File: src/rtl/calc_pkg.sv
// Shared definitions for the calculator core / display interface.
package calc_pkg;

   localparam int unsigned NUM_DIGITS = 8;

   // Core status encodings on the display interface
   localparam logic [1:0] ST_ERRO  = 2'b00;
   localparam logic [1:0] ST_BUSY  = 2'b01;
   localparam logic [1:0] ST_READY = 2'b10;
   localparam logic [1:0] ST_PRINT = 2'b11;

   // Active-low 7-segment glyphs, bit order {g,f,e,d,c,b,a}
   localparam logic [6:0] SEG_0     = 7'b1000000;
   localparam logic [6:0] SEG_1     = 7'b1111001;
   localparam logic [6:0] SEG_2     = 7'b0100100;
   localparam logic [6:0] SEG_3     = 7'b0110000;
   localparam logic [6:0] SEG_4     = 7'b0011001;
   localparam logic [6:0] SEG_5     = 7'b0010010;
   localparam logic [6:0] SEG_6     = 7'b0000010;
   localparam logic [6:0] SEG_7     = 7'b1111000;
   localparam logic [6:0] SEG_8     = 7'b0000000;
   localparam logic [6:0] SEG_9     = 7'b0010000;
   localparam logic [6:0] SEG_E     = 7'b0000110;
   localparam logic [6:0] SEG_R     = 7'b0101111;
   localparam logic [6:0] SEG_O     = 7'b0100011;
   localparam logic [6:0] SEG_BLANK = 7'b1111111;

   typedef enum logic {
      ModeNormal,
      ModeError
   } mode_e;

endpackage

File: src/rtl/seg7_decoder.sv
// Decimal digit to active-low 7-segment glyph; values 10-15 decode to blank.
module seg7_decoder
   import calc_pkg::*;
(
   input  logic [3:0] value_i,
   output logic [6:0] seg_o
);

   // Glyph lookup
   always_comb begin
      seg_o = SEG_BLANK;
      case (value_i)
         4'd0:    seg_o = SEG_0;
         4'd1:    seg_o = SEG_1;
         4'd2:    seg_o = SEG_2;
         4'd3:    seg_o = SEG_3;
         4'd4:    seg_o = SEG_4;
         4'd5:    seg_o = SEG_5;
         4'd6:    seg_o = SEG_6;
         4'd7:    seg_o = SEG_7;
         4'd8:    seg_o = SEG_8;
         4'd9:    seg_o = SEG_9;
         default: seg_o = SEG_BLANK;
      endcase
   end

endmodule

File: src/rtl/calc_display.sv
// Display end of the calculator: 8-digit memory written by the core, scanned onto a
// multiplexed active-low 7-segment bus, with a fixed "Erro" message once the core errors.
module calc_display
   import calc_pkg::*;
#(
   parameter int unsigned SCAN_DIV = 100000
) (
   input  logic       clock,
   input  logic       reset,
   input  logic [1:0] status,
   input  logic [3:0] data,
   input  logic [3:0] pos,
   output logic [7:0] an,
   output logic [6:0] seg,
   output logic       dp
);

   // Keep the prescaler at least one bit wide so SCAN_DIV=1 is legal
   localparam int unsigned PresW = (SCAN_DIV > 1) ? $clog2(SCAN_DIV) : 1;

   logic [PresW-1:0]                prescaler_q, prescaler_d;
   logic [2:0]                      scan_idx_q, scan_idx_d;
   logic [NUM_DIGITS-1:0][3:0]      digit_q, digit_d;
   logic [NUM_DIGITS-1:0]           valid_q, valid_d;
   logic [1:0]                      prev_status_q;
   mode_e                           mode_q, mode_d;
   logic [7:0]                      an_q, an_d;
   logic [6:0]                      seg_q, seg_d;
   logic [6:0]                      dec_seg;
   logic                            wrap;

   seg7_decoder u_dec (
      .value_i (digit_q[scan_idx_q]),
      .seg_o   (dec_seg)
   );

   // Prescaler wraps at SCAN_DIV-1 and steps the scan slot on that cycle
   always_comb begin
      wrap        = (32'(prescaler_q) == SCAN_DIV - 1);
      prescaler_d = wrap ? '0 : prescaler_q + 1'b1;
      scan_idx_d  = wrap ? scan_idx_q + 3'd1 : scan_idx_q;
   end

   // Mode FSM plus memory writes and busy-edge clears; all frozen once in error
   always_comb begin
      mode_d  = mode_q;
      digit_d = digit_q;
      valid_d = valid_q;
      unique case (mode_q)
         ModeNormal: begin
            if (status == ST_ERRO) begin
               mode_d = ModeError;
            end else if (status == ST_PRINT && pos < 4'(NUM_DIGITS)) begin
               digit_d[pos[2:0]] = data;
               valid_d[pos[2:0]] = 1'b1;
            end else if (status == ST_BUSY && prev_status_q != ST_BUSY) begin
               valid_d = '0;
            end
         end
         ModeError: mode_d = ModeError;
         default:   mode_d = ModeNormal;
      endcase
   end

   // Output stage: anode/segment pattern for the current slot, registered next edge
   always_comb begin
      an_d  = 8'hFF;
      seg_d = SEG_BLANK;
      if (mode_q == ModeError) begin
         case (scan_idx_q)
            3'd3:       seg_d = SEG_E;
            3'd2, 3'd1: seg_d = SEG_R;
            3'd0:       seg_d = SEG_O;
            default:    seg_d = SEG_BLANK;
         endcase
         if (!scan_idx_q[2]) an_d = ~(8'd1 << scan_idx_q);
      end else if (valid_q[scan_idx_q] && digit_q[scan_idx_q] <= 4'd9) begin
         an_d  = ~(8'd1 << scan_idx_q);
         seg_d = dec_seg;
      end
   end

   // State registers
   always_ff @(posedge clock or posedge reset) begin
      if (reset) begin
         prescaler_q   <= '0;
         scan_idx_q    <= '0;
         digit_q       <= '0;
         valid_q       <= '0;
         prev_status_q <= ST_READY;
         mode_q        <= ModeNormal;
         an_q          <= 8'hFF;
         seg_q         <= SEG_BLANK;
      end else begin
         prescaler_q   <= prescaler_d;
         scan_idx_q    <= scan_idx_d;
         digit_q       <= digit_d;
         valid_q       <= valid_d;
         prev_status_q <= status;
         mode_q        <= mode_d;
         an_q          <= an_d;
         seg_q         <= seg_d;
      end
   end

   assign an  = an_q;
   assign seg = seg_q;
   assign dp  = 1'b1;

endmodule

File: config.mk
export PLATFORM = sky130hd
export DESIGN_NAME = calc_display
export DESIGN_NICKNAME = d
export VERILOG_FILES = /design/src/rtl/calc_pkg.sv /design/src/rtl/seg7_decoder.sv /design/src/rtl/calc_display.sv
export SDC_FILE = /design/constraint.sdc
export NUM_CORES = 1
export LEC_CHECK = 0
export ABC_CLOCK_PERIOD_IN_PS = 4050
export CORE_ASPECT_RATIO = 0.9
export CORE_UTILIZATION = 56
export DETAILED_ROUTE_END_ITERATION = 8
export GPL_TIMING_DRIVEN = 0
export PLACE_DENSITY = 0.81
export SLEW_MARGIN = 20
export SYNTH_ARGS = -nofsm -noshare
export SYNTH_HDL_FRONTEND = slang
export SYNTH_SLANG_ARGS = --single-unit
File: constraint.sdc
create_clock -name clock -period 4.05 [get_ports clock]
set_input_delay 1.215 -clock clock [delete_from_list [all_inputs] [get_ports clock]]
set_output_delay 1.215 -clock clock [all_outputs]
set_load 0.005 [all_outputs]
==> results.cfg <==
[clock_tree]
cts-root-to-sink-buffers = 2
cts-root-buf = sky130_fd_sc_hd__clkbuf_8
cts_tree = done
postCtsResizedCells = 0
clkLatencyLatePin_ns = 0.35
cts.sinks = 78
max_h_tree_level = 3
postCtsSetupBuffers = 0
clkSlewWorstSetupHoldPaths_ns = 0.08
numCtsBuffers = 9
cts.hold.buffers_added = 0

[logic_synthesis]
yosysUniqueCellTypes = 50
synthesis.instances = 289
post_synth_mux_area_share = 0.185
synth_top_family_by_area = multiplexers
synth_simple_gate_area_frac = 0.122
synthAdderAreaFrac = 0.0438
synth_xor_xnor_area_share = 0.0401
synth-edff-count = 0
ys_seq_area_frac = 0.531
synth_area_mm2 = 0.00372
postSynthNetCount = 314
synth-seq-cells = 78
synthArstFlopShare = 1.00
synth_compound_area_frac = 0.0535
synth_warnings = 0
syn_area_per_cell_um2 = 12.9
most_common_flop_cell_mapped_by_yosys = sky130_fd_sc_hd__dfrtp_1

[worst_hold_path]
hp_start = prescaler_q[14]
timing.hold.worst.class = flop to flop

[power_and_ir_drop]
power_frac_clock = 0.394
leakage_nw = 1.92
swShare = 0.229
pwr-share-comb = 0.051
power_switching_mw = 0.333
p_total_mw = 1.45
power.sequential.fraction = 0.555
p_int_mw = 1.12
p_per_area_mw_per_mm2 = 338
worst_ir_drop_vdd_mv = 0.262

[drt]
ant_nets = 0
wire_length_per_cell_um = 16.4
routed_wl_um = 6870
drt-pass1-iter-count = 4
route.vias.total = 2365
first_iter_violations = 156
drt_drc_violations_left = 0
avgViaCountPerCell = 5.64

[die]
floorplan.io_pins = 28
die_w_um = 87.9
die-area_mm2 = 0.00697
start_util = 0.595
coreArea_mm2 = 0.00625
vert_die_dim_um = 79.3
placementRows = 27

[sta]
setup_ws_ns = 0.966
timing_hold_violations_final = 0
post-route-min-period_ns = 3.08
timing.final.crit_share = 0.762
relSlewSlack = 0.437
setup_viol_count_final = 0
worstMarginPinSlew_ns = 0.838
clock-skew-final_ns = 0.00710
setup_repair_after_global_routing_missed_its_margin = no
setup-tns-final_ns = 0
maxClockFrequency_mhz = 324
slew_violations = 0

[worst_setup_path]
critical_path.endpoint_type = flop
crit_path_start_kind = flop
cp_data_arrival_time_ns = 3.35
worst_setup_path_startpoint = scan_idx_q[2]
critical_path.max_fanout = 10
required_ns = 4.31
r2r-start = scan_idx_q[2]
crit_path_kind = flop to flop

[grt]
grt-ovfl-total = 0
first_global_vias = 2403
grt_antenna_before_repair = 0
grt.total_usage = 0.234
grt_start_max_net_pins = 45
wire_length_of_the_first_global_routing_pass_um = 12000

[layout]
nets = 352
mostFrequentLayoutCells = 62 x sky130_fd_sc_hd__dfrtp_1, 33 x sky130_fd_sc_hd__mux2_2, 26 x sky130_fd_sc_hd__clkdlybuf4s50_1
areaGrowthSynthToFinish_pct = 15.9
layout.cells.most_common = sky130_fd_sc_hd__dfrtp_1
n_antenna_cell = 0
drive_above_1_share = 0.271

[status]
status = complete, no violations

[placement]
place.gp.congestion = 0.847
dp_worst_setup_slack_ns = 0.632
port_buffers = 26
dp_hpwl_um = 4910

[run]
cap_violations = 0
-- final timing paths --
check	end	slack [ns]	depth (start not counted)
worst min-delay path	prescaler_q[14]	0.49	1
min in group asynchronous	prescaler_q[1]	1.22	2
worst min register to register	prescaler_q[14]	0.49	1
worst max-delay path	an[3]	0.97	10
worst max register to register	an[3]	0.97	10
max in group asynchronous	prev_status_q[1]	2.21	3
-- cell usage after synthesis (all sizes together) (2+ instances only) --
cell type / n / area share
nor2: 20 / 0.020
clkbuf: 4 / 0.0040
nand2b: 5 / 0.0084
dfstp: 16 / 0.11
mux2: 34 / 0.10
inv: 13 / 0.013
mux4: 10 / 0.061
ha: 13 / 0.044
a21oi: 3 / 0.0040
mux2i: 6 / 0.021
o21ai: 7 / 0.0094
a221o: 2 / 0.0054
nand4b: 3 / 0.0071
o21a: 4 / 0.0081
nor2b: 2 / 0.0034
a21boi: 5 / 0.010
and3: 2 / 0.0034
nor3b: 3 / 0.0088
nand2: 10 / 0.010
nand3: 16 / 0.022
buf: 3 / 0.0064
xor2: 7 / 0.016
xnor2: 10 / 0.024
nand4: 6 / 0.010
o21bai: 2 / 0.0051
nor3: 8 / 0.014
dfrtp: 62 / 0.42
-- flip-flops by register name (all words and copies together), names as in the netlist --
name	flops
prescaler_q	17
digit_q	32
mode_q	1
an	8
prev_status_q	2
seg	7
valid_q	8
scan_idx_q	3
-- power groups by stage --
stage / combinational (mW) / clock, mW / sequential (mW)
2_1_floorplan: 0.0456 / 0 / 0.818
3_3_place_gp: 0.0691 / 0 / 0.820
3_5_place_dp: 0.0749 / 0 / 0.822
4_1_cts: 0.0753 / 0.588 / 0.808
5_1_grt: 0.0837 / 0.619 / 0.810
6_report: 0.0742 / 0.573 / 0.807
-- cell type report --
class	count	area (µm²)
Buffer	7	38.8
Clock buffer	10	128
Clock inverter	6	70.1
Fill cell	440	1940
Inverter	13	51.3
Multi-Input combinational cell	191	1660
Sequential cell	78	1970
Tap cell	87	109
Timing Repair Buffer	27	280
-- critical path, cell delays in order, from the launching register on --
cell and delay [ns]:
sky130_fd_sc_hd__dfrtp_1 0.37, sky130_fd_sc_hd__buf_6 0.17, sky130_fd_sc_hd__clkbuf_1 0.41, sky130_fd_sc_hd__mux4_2 0.38
sky130_fd_sc_hd__mux2i_1 0.37, sky130_fd_sc_hd__inv_1 0.12, sky130_fd_sc_hd__ha_1 0.23, sky130_fd_sc_hd__or2_2 0.28
sky130_fd_sc_hd__a21oi_1 0.33, sky130_fd_sc_hd__nor3_4 0.12, sky130_fd_sc_hd__a22oi_1 0.21
-- cells by family after synthesis --
group | after synthesis
and+or+nand+nor | 82
DFF | 78
muxes | 50
AOI/OAI and AO/OA | 28
buffers and inverters | 20
xor gates and xnor gates | 17
adders and majority gates | 13
other | 1
-- per-layer routing --
layer	track usage	share of wire
met2	0.364	0.48
met5	0	0
met4	0.0836	0.013
met3	0.0728	0.051
met1	0.309	0.45
-- metrics by stage --
stage,util,hold slack (ns),instances,area [µm²]
floorplan,-,0.451,289,3720
global placement,0.654,0.471,402,4090
detailed placement,0.657,0.478,403,4110
CTS,0.689,0.492,419,4310
global route,0.689,0.508,419,4310
finish,0.689,0.488,419,4310
(Power assumes the default switching activity.)
==> RTL change (same flow settings) <==
Reset style: synchronous (`reset`), changed in one clocked block.
--- a/src/rtl/calc_display.sv
+++ b/src/rtl/calc_display.sv
@@ -81,7 +81,7 @@
    end
 
    // State registers
-   always_ff @(posedge clock or posedge reset) begin
+   always_ff @(posedge clock) begin
       if (reset) begin
          prescaler_q   <= '0;
          scan_idx_q    <= '0;
Check against the original RTL: differs if reset is asserted again (counterexample within 4 cycles, from zero or initial values and one cycle with reset high); with reset held inactive, the same outputs for 10 cycles.
==> RTL change against the unedited design <==
First-iteration DRC count is 0.64% lower. Clock power is 22% higher. Count of clock-buffer cells in the layout stayed put. Worst setup slack worse by 0.059 ns. Final cell count is 22% higher. Design area is 4.5% lower. Combinational power is 11% higher. Sequential cell count stayed put. Critical path depth is 1 higher. Power is 7.7% higher. Routed wire length is 8.6% higher. Area after synthesis is 4.7% lower. Largest cell class is now multi-input gates.
==> RTL change: results (changes against the unedited design) <==
| Stage | Result | This run | vs unedited |
| --- | --- | --- | --- |
| synth | Synth top area cells | dfxtp_1, nor2_1, mux4_2, mux2i_1, ha_1 |  |
| layout | Non-clock buffering overhead | 0.0813 | +0.00717 |
| grt | M2 GR Usage | 0.387 | +0.0229 |
| placement | Detailed placer's ending HPWL | 5210 um | +6.1% |
| synth | Synth Area in Compound Gates | 0.0936 | +0.0401 |
| placement | Cell count after placement | 496 | +23% |
| route | Detailed-route wire length on metal 1 | 3260 um | +4.8% |
| worst hold path | Hold EP | digit_q[13] |  |
| placement | Gpl congestion | 0.838 | -1.1% |
| synth | Average size of a mapped cell | 9.13 um2 | -29% |
| synth | Yosys cell types | 44 | -12% |
| synth | Synth Area in Adders | 0.0459 | +0.00215 |
| route | Drt first-iter violations | 155 | -0.64% |
| placement | Buffers added on ports | 21 | -19% |
| grt | Met3 usage in global routing | 0.0649 | -0.00787 |
| synth | Fraction of synthesized cell area in xor and xnor cells | 0.0371 | -0.00298 |
| outcome | Outcome | finished, final reports clean |  |
| sta | Worst hold slack after final layout | 0.457 ns | -0.0305 ns |
| route | Sum of met2 wire segment lengths after detailed routing | 3570 um | +7.8% |
| worst setup path | Terminus of the critical flop-to-flop path | seg[6] |  |
| grt | All-Layer GR Usage | 0.243 | +0.00944 |
| route | Routed vias/inst | 5.67 | +0.38% |
| placement | Setup WS pre-CTS | 0.764 ns | +0.132 ns |
| grt | Pin count of the biggest net entering global routing | 14 | -69% |
| power | Combinational logic power | 82.3 uW | +11% |
| grt | Wire length of the first global-routing pass | 12,500 um | +4.1% |
[RTL change: cell types whose count changed after synthesis, sizes merged, moves of 16 or more]
| cell | unedited run | this run |
|---|---|---|
| mux2 | 34 | 2 |
| nor2 | 20 | 61 |
| dfxtp | 0 | 78 |
| dfrtp | 62 | 0 |
| a21oi | 3 | 26 |
| mux2i | 6 | 23 |
| dfstp | 16 | 0 |
| nand2 | 10 | 36 |
[RTL change: how the worst max path moves through the flow]
| stage | startpoint | to | slack, ns | cells past startpoint |
|---|---|---|---|---|
| finish | scan_idx_q[2] | seg[6] | 0.91 | 11 |
| global route | scan_idx_q[2] | an[7] | 0.70 | 11 |
| CTS | scan_idx_q[2] | seg[6] | 0.94 | 11 |
| detailed placement | status[0] | digit_q[0] | 0.76 | 6 |
| global placement | status[0] | digit_q[0] | 0.80 | 6 |
| floorplan | scan_idx_q[2] | seg[6] | 1.53 | 11 |
